File: src/rtl/btn_pkg.sv
// Shared definitions for the push-button front end of the digital clock.
//
// Contents:
//    rep_state_t        auto-repeat FSM states (IDLE, DELAY, REPEAT)
//    DEF_*_CYCLES       default timing constants for a 100 MHz clock
//    BTN_C .. BTN_R     bit positions of the Nexys4 DDR buttons in btn_* vectors
//    max_u()            helper used to size shared counters
package btn_pkg;

   typedef enum logic [1:0] {
      IDLE,
      DELAY,
      REPEAT
   } rep_state_t;

   // 10 ms debounce, 500 ms until the first repeat, then one repeat every 100 ms
   localparam int unsigned DEF_DEBOUNCE_CYCLES      = 1_000_000;
   localparam int unsigned DEF_REPEAT_DELAY_CYCLES  = 50_000_000;
   localparam int unsigned DEF_REPEAT_PERIOD_CYCLES = 10_000_000;

   localparam int unsigned BTN_C = 0;
   localparam int unsigned BTN_U = 1;
   localparam int unsigned BTN_D = 2;
   localparam int unsigned BTN_L = 3;
   localparam int unsigned BTN_R = 4;

   function automatic int unsigned max_u(input int unsigned a, input int unsigned b);
      return (a > b) ? a : b;
   endfunction

endpackage

File: src/rtl/btn_channel.sv
// One button lane: 2-flop synchroniser, debouncer, press/release strobes and,
// when BTN_AUTOREPEAT_EN is defined, the hold-to-repeat FSM.
//
// Ports:
//    clk        system clock
//    rst_n      asynchronous active-low reset
//    raw_i      raw, bouncy pad level (1 = pressed)
//    level_o    debounced level
//    press_o    one-cycle strobe in the first cycle level_o reads 1
//    release_o  one-cycle strobe in the first cycle level_o reads 0
//    repeat_o   one-cycle auto-repeat strobe while held (0 without BTN_AUTOREPEAT_EN)
module btn_channel
   import btn_pkg::*;
#(
   parameter int unsigned DEBOUNCE_CYCLES      = DEF_DEBOUNCE_CYCLES,
   parameter int unsigned REPEAT_DELAY_CYCLES  = DEF_REPEAT_DELAY_CYCLES,
   parameter int unsigned REPEAT_PERIOD_CYCLES = DEF_REPEAT_PERIOD_CYCLES
) (
   input  logic clk,
   input  logic rst_n,
   input  logic raw_i,
   output logic level_o,
   output logic press_o,
   output logic release_o,
   output logic repeat_o
);

   localparam int unsigned     DB_W    = $clog2(DEBOUNCE_CYCLES + 1);
   localparam logic [DB_W-1:0] DB_LAST = DB_W'(DEBOUNCE_CYCLES - 1);

   logic            sync1_q, sync1_d;
   logic            sync2_q, sync2_d;
   logic [DB_W-1:0] db_cnt_q, db_cnt_d;
   logic            level_q, level_d;
   logic            press_q, press_d;
   logic            rel_q, rel_d;

   // The counter only advances while the synchronised input disagrees with the
   // accepted level; any agreeing cycle drops it to zero so a glitch restarts
   // qualification from scratch.
   always_comb begin
      sync1_d  = raw_i;
      sync2_d  = sync1_q;
      db_cnt_d = '0;
      level_d  = level_q;
      if (sync2_q != level_q) begin
         if (db_cnt_q == DB_LAST) begin
            level_d = ~level_q;
         end else begin
            db_cnt_d = db_cnt_q + DB_W'(1);
         end
      end
      press_d = level_d & ~level_q;
      rel_d   = ~level_d & level_q;
   end

   always_ff @(posedge clk or negedge rst_n) begin
      if (!rst_n) begin
         sync1_q  <= 1'b0;
         sync2_q  <= 1'b0;
         db_cnt_q <= '0;
         level_q  <= 1'b0;
         press_q  <= 1'b0;
         rel_q    <= 1'b0;
      end else begin
         sync1_q  <= sync1_d;
         sync2_q  <= sync2_d;
         db_cnt_q <= db_cnt_d;
         level_q  <= level_d;
         press_q  <= press_d;
         rel_q    <= rel_d;
      end
   end

   assign level_o   = level_q;
   assign press_o   = press_q;
   assign release_o = rel_q;

`ifdef BTN_AUTOREPEAT_EN
   localparam int unsigned      REP_W     = $clog2(max_u(REPEAT_DELAY_CYCLES, REPEAT_PERIOD_CYCLES) + 1);
   localparam logic [REP_W-1:0] RD_LAST   = REP_W'(REPEAT_DELAY_CYCLES - 1);
   localparam logic [REP_W-1:0] RP_LAST   = REP_W'(REPEAT_PERIOD_CYCLES - 1);

   rep_state_t       state_q, state_d;
   logic [REP_W-1:0] rep_cnt_q, rep_cnt_d;
   logic             repeat_q, repeat_d;

   // The FSM leaves IDLE on the same edge that raises press_o, so the counter
   // holds "cycles since the press strobe" and its terminal value is one less
   // than the delay/period. A release always wins over a due repeat strobe.
   always_comb begin
      state_d   = state_q;
      rep_cnt_d = rep_cnt_q;
      repeat_d  = 1'b0;
      unique case (state_q)
         IDLE: begin
            rep_cnt_d = '0;
            if (press_d) begin
               state_d = DELAY;
            end
         end
         DELAY: begin
            if (rel_d) begin
               state_d   = IDLE;
               rep_cnt_d = '0;
            end else if (rep_cnt_q == RD_LAST) begin
               repeat_d  = 1'b1;
               state_d   = REPEAT;
               rep_cnt_d = '0;
            end else begin
               rep_cnt_d = rep_cnt_q + REP_W'(1);
            end
         end
         REPEAT: begin
            if (rel_d) begin
               state_d   = IDLE;
               rep_cnt_d = '0;
            end else if (rep_cnt_q == RP_LAST) begin
               repeat_d  = 1'b1;
               rep_cnt_d = '0;
            end else begin
               rep_cnt_d = rep_cnt_q + REP_W'(1);
            end
         end
         default: begin
            state_d   = IDLE;
            rep_cnt_d = '0;
         end
      endcase
   end

   always_ff @(posedge clk or negedge rst_n) begin
      if (!rst_n) begin
         state_q   <= IDLE;
         rep_cnt_q <= '0;
         repeat_q  <= 1'b0;
      end else begin
         state_q   <= state_d;
         rep_cnt_q <= rep_cnt_d;
         repeat_q  <= repeat_d;
      end
   end

   assign repeat_o = repeat_q;
`else
   assign repeat_o = 1'b0;
`endif

endmodule

File: src/rtl/button_conditioner.sv
// Push-button conditioner for the digital clock: synchronises and debounces
// every Nexys4 DDR button and produces clean levels plus press, release and
// (optionally) hold-to-repeat strobes for the clock/alarm control FSM.
//
// Build option: define BTN_AUTOREPEAT_EN to build the auto-repeat logic;
// without it btn_repeat is tied to 0 and the port is kept.
//
// Ports:
//    CLK100MHZ    100 MHz system clock; all outputs are synchronous to it
//    CPU_RESETN   asynchronous active-low reset
//    btn_raw      raw pad levels, 1 = pressed
//    btn_level    debounced levels
//    btn_press    one-cycle strobes on debounced 0->1
//    btn_release  one-cycle strobes on debounced 1->0
//    btn_repeat   one-cycle auto-repeat strobes while held
module button_conditioner
   import btn_pkg::*;
#(
   parameter int unsigned N_BTN                = 5,
   parameter int unsigned DEBOUNCE_CYCLES      = DEF_DEBOUNCE_CYCLES,
   parameter int unsigned REPEAT_DELAY_CYCLES  = DEF_REPEAT_DELAY_CYCLES,
   parameter int unsigned REPEAT_PERIOD_CYCLES = DEF_REPEAT_PERIOD_CYCLES
) (
   input  logic             CLK100MHZ,
   input  logic             CPU_RESETN,
   input  logic [N_BTN-1:0] btn_raw,
   output logic [N_BTN-1:0] btn_level,
   output logic [N_BTN-1:0] btn_press,
   output logic [N_BTN-1:0] btn_release,
   output logic [N_BTN-1:0] btn_repeat
);

   // Buttons share nothing but clock and reset.
   for (genvar i = 0; i < int'(N_BTN); i++) begin : g_btn
      btn_channel #(
         .DEBOUNCE_CYCLES     (DEBOUNCE_CYCLES),
         .REPEAT_DELAY_CYCLES (REPEAT_DELAY_CYCLES),
         .REPEAT_PERIOD_CYCLES(REPEAT_PERIOD_CYCLES)
      ) u_channel (
         .clk      (CLK100MHZ),
         .rst_n    (CPU_RESETN),
         .raw_i    (btn_raw[i]),
         .level_o  (btn_level[i]),
         .press_o  (btn_press[i]),
         .release_o(btn_release[i]),
         .repeat_o (btn_repeat[i])
      );
   end

endmodule

File: config.mk
export PLATFORM = sky130hd
export DESIGN_NAME = button_conditioner
export DESIGN_NICKNAME = d
export VERILOG_FILES = /design/src/rtl/btn_pkg.sv /design/src/rtl/btn_channel.sv /design/src/rtl/button_conditioner.sv
export SDC_FILE = /design/constraint.sdc
export NUM_CORES = 1
export LEC_CHECK = 0
export ABC_AREA = 1
export CAP_MARGIN = 0
export CORE_MARGIN = 2
export CORE_UTILIZATION = 65
export CTS_CLUSTER_SIZE = 10
export DETAILED_ROUTE_END_ITERATION = 8
export GPL_TIMING_DRIVEN = 1
export HOLD_SLACK_MARGIN = 0.12
export PLACE_DENSITY = 0.84
export SETUP_SLACK_MARGIN = 0.15
export SLEW_MARGIN = 15
export SYNTH_ARGS = -nofsm -noshare
export SYNTH_HDL_FRONTEND = slang
export SYNTH_SLANG_ARGS = --single-unit
File: constraint.sdc
create_clock -name CLK100MHZ -period 3.2 [get_ports CLK100MHZ]
set_input_delay 0.64 -clock CLK100MHZ [delete_from_list [all_inputs] [get_ports CLK100MHZ]]
set_output_delay 0.64 -clock CLK100MHZ [all_outputs]
set_load 0.02 [all_outputs]
==> impl_metrics.json <==
{
  "p_sw_w": 0.000785,
  "core_area_mm2": 0.0101,
  "hpwlAfterDp_um": 9260,
  "reg2reg_to": "g_btn[2].u_channel.db_cnt_q[5]",
  "power.density_mw_per_mm2": 479,
  "seq_area_frac_synth_pct": 46.8,
  "total_power_w": 0.00361,
  "grt_usage_pct": 27.1,
  "combPwrFrac_pct": 3.2,
  "crit_path_end_kind": "output pin",
  "r2r_start": "g_btn[2].u_channel.db_cnt_q[0]",
  "cts_buffer_depth": 2,
  "cts_root_buf": "clkbuf_8",
  "nFillCells": 708,
  "area_delta_synth_final_pct": 12.9,
  "cts_tree": "yes",
  "drc_errors": 0,
  "startpoint_type": "flop",
  "peakVddDrop_mv": 0.558,
  "rsz0062_at_grt": "false",
  "synthTopCellsByArea": "dfrtp_1, nor2_1, nand2_1",
  "start_util_pct": 66.0,
  "nNetsFinal": 865,
  "seqPwrFrac_pct": 45.0,
  "p_clk_share_pct": 51.8,
  "r2r_cells": 6,
  "path_class": "flop to output pin",
  "swShare_pct": 21.7,
  "ios": 27,
  "cts_hold_buf": 0,
  "synthCells": 828,
  "cp_top_family": "buffers and inverters",
  "finalNonFillerCells": 1002,
  "slew_viol_final": 0,
  "grt.overflow.total": 0,
  "cts_buffers": 17,
  "gp_congestion": 0.929,
  "clkTransAtPathRegs_ps": 60,
  "drt_iter0_markers": 406,
  "synth_area_mm2": 0.00669,
  "timing.hold.ws_ps": 205,
  "hp-class": "primary input to asynchronous set/reset pin",
  "synth_largest_area_cell": "dfrtp_1",
  "worstMarginPinSlew_ps": 774,
  "final_hold_viol_count": 0,
  "drtAntennaViolNets": 0,
  "routed_via_density": 5.38,
  "antenna_cells": 0,
  "drv_cap": 0,
  "arrival_ps": 1560,
  "synthArstFlopShare_pct": 100,
  "first_pass_iters": 5,
  "rrSetupSlack_ps": 1430,
  "die_y_um": 105,
  "seqCellArea_mm2": 0.00313,
  "numClockSinks": 125,
  "synthFlopType": "dfrtp_1",
  "portBuffers": 21,
  "grt_pass1_vias": 5494,
  "slowest_stage": "clkdlybuf4s50_1",
  "relSlewSlack_pct": 48.4,
  "fmax_ghz": 0.455,
  "antenna_found_initial": 0,
  "avgSynthCellArea_um2": 8.08,
  "worstPathCellList": "clkdlybuf4s50_1",
  "cp.required_ps": 2560,
  "wl_um": 13700,
  "fin_crit_ps": 2200,
  "crit_fanout": 5,
  "synth_common_cells": "nor2_1, nand2_1, dfrtp_1",
  "finalCritPeriodShare_pct": 68.7,
  "synthDominantCellAreaShare_pct": 46.8,
  "slowest_delay_ps": 630,
  "fp.dieW_um": 105,
  "yosys.cell_count.top_type": "nor2_1",
  "setup_tns_ps": 0,
  "post_cts_buffers": 0,
  "h-tree-depth": 4,
  "clock_latency_ps": 520,
  "multi_input_area_mm2": 0.00312,
  "finalClockSkew_ps": 5.97,
  "rows": 37,
  "grt_pass1_wl_um": 24100,
  "setup-violations-final": 0,
  "place_inst": 970,
  "synth_seq_cells": 125,
  "wl_per_cell_um": 13.6,
  "yosysUniqueCellTypes": 31,
  "drive_gt1_share_pct": 11.2,
  "vias": 5387,
  "synth_edf_count": 0,
  "p_leak_nw": 3.29,
  "ys_warn_count": 0,
  "status": "finished, final reports clean",
  "grt_max_degree": 62,
  "dieArea_mm2": 0.0111,
  "cts.repair.resized": 0,
  "crit_buf_inv": 1,
  "internal_power_w": 0.00283
}
sequential cells by signal, summed over array words and instances, names as in the netlist:
| register | count |
|---|---|
| g_btn.u_channel.db_cnt_q | 100 |
| g_btn.u_channel.sync1_q | 5 |
| g_btn.u_channel.sync2_q | 5 |
| g_btn.u_channel.level_o | 5 |
| g_btn.u_channel.press_o | 5 |
| g_btn.u_channel.release_o | 5 |
per-layer routing:
layer	global-route usage (%)	vias to the layer above	wire, µm
met2	47.3	157	7110
met5	0	-	0
met4	11.1	0	247
li1	-	2626	-
met3	6.56	29	571
met1	31.9	2575	5740
cell families after synthesis:
group	count (synthesis)	synth area share [%]
DFF	125	46.8
AOI/OAI and AO/OA	28	2.30
buffers and inverters	100	6.79
other	1	0.0561
adders and majority gates	5	0.936
xor gates and xnor gates	56	7.56
and+or+nand+nor	513	35.6
power by group through the flow:
stage | Sequential [W] | Clock (W) | Combinational (W)
global route | 0.00163 | 0.00198 | 0.000135
finish | 0.00162 | 0.00187 | 0.000116
floorplan | 0.00165 | 0 | 0.0000638
CTS | 0.00162 | 0.00191 | 0.000119
detailed placement | 0.00165 | 0 | 0.000117
global placement | 0.00165 | 0 | 0.000112
worst max-delay path by stage:
stage,from,to,slack [ps],depth (start not counted)
6_report,g_btn[0].u_channel.level_o,btn_level[0],1000,1
5_1_grt,g_btn[2].u_channel.level_o,btn_level[2],940,1
4_1_cts,g_btn[4].u_channel.level_o,btn_level[4],970,1
3_5_place_dp,g_btn[2].u_channel.db_cnt_q[0],g_btn[2].u_channel.db_cnt_q[5],1460,6
3_3_place_gp,g_btn[2].u_channel.level_o,btn_level[2],1550,1
2_1_floorplan,g_btn[3].u_channel.db_cnt_q[0],g_btn[3].u_channel.db_cnt_q[9],1910,6
cell usage in the layout, fill, tap and decap left out, drive strengths merged:
cell	instances
clkinv	4
a21oi	16
nand3b	2
xnor2	27
clkinvlp	3
o21ai	8
clkdlybuf4s50	20
xor2	29
nor3	13
dfrtp	125
ha	5
buf	6
bufinv	2
nor2	232
nand2	161
and2	3
conb	5
nand3	79
nand4	15
clkbuf	23
nor3b	8
o21bai	4
inv	76
per-stage QoR:
stage / worst slack [ps] / cell area (µm²) / utilization (%)
2_1_floorplan: 1910 / 6700 / -
3_3_place_gp: 1550 / 6960 / 68.7
3_5_place_dp: 1460 / 6960 / 68.7
4_1_cts: 971 / 7550 / 74.4
5_1_grt: 942 / 7550 / 74.4
6_report: 1000 / 7550 / 74.4
area by class of cell:
type	count	share of cell area [%]
multi-input cells	607	41.3
inverters	76	3.78
repair buffers	26	3.42
flip-flops and latches	125	41.4
clock inverters	9	1.46
well taps	136	2.25
clock buffers	23	6.32
No activity file was read; power rests on OpenSTA's default activity.
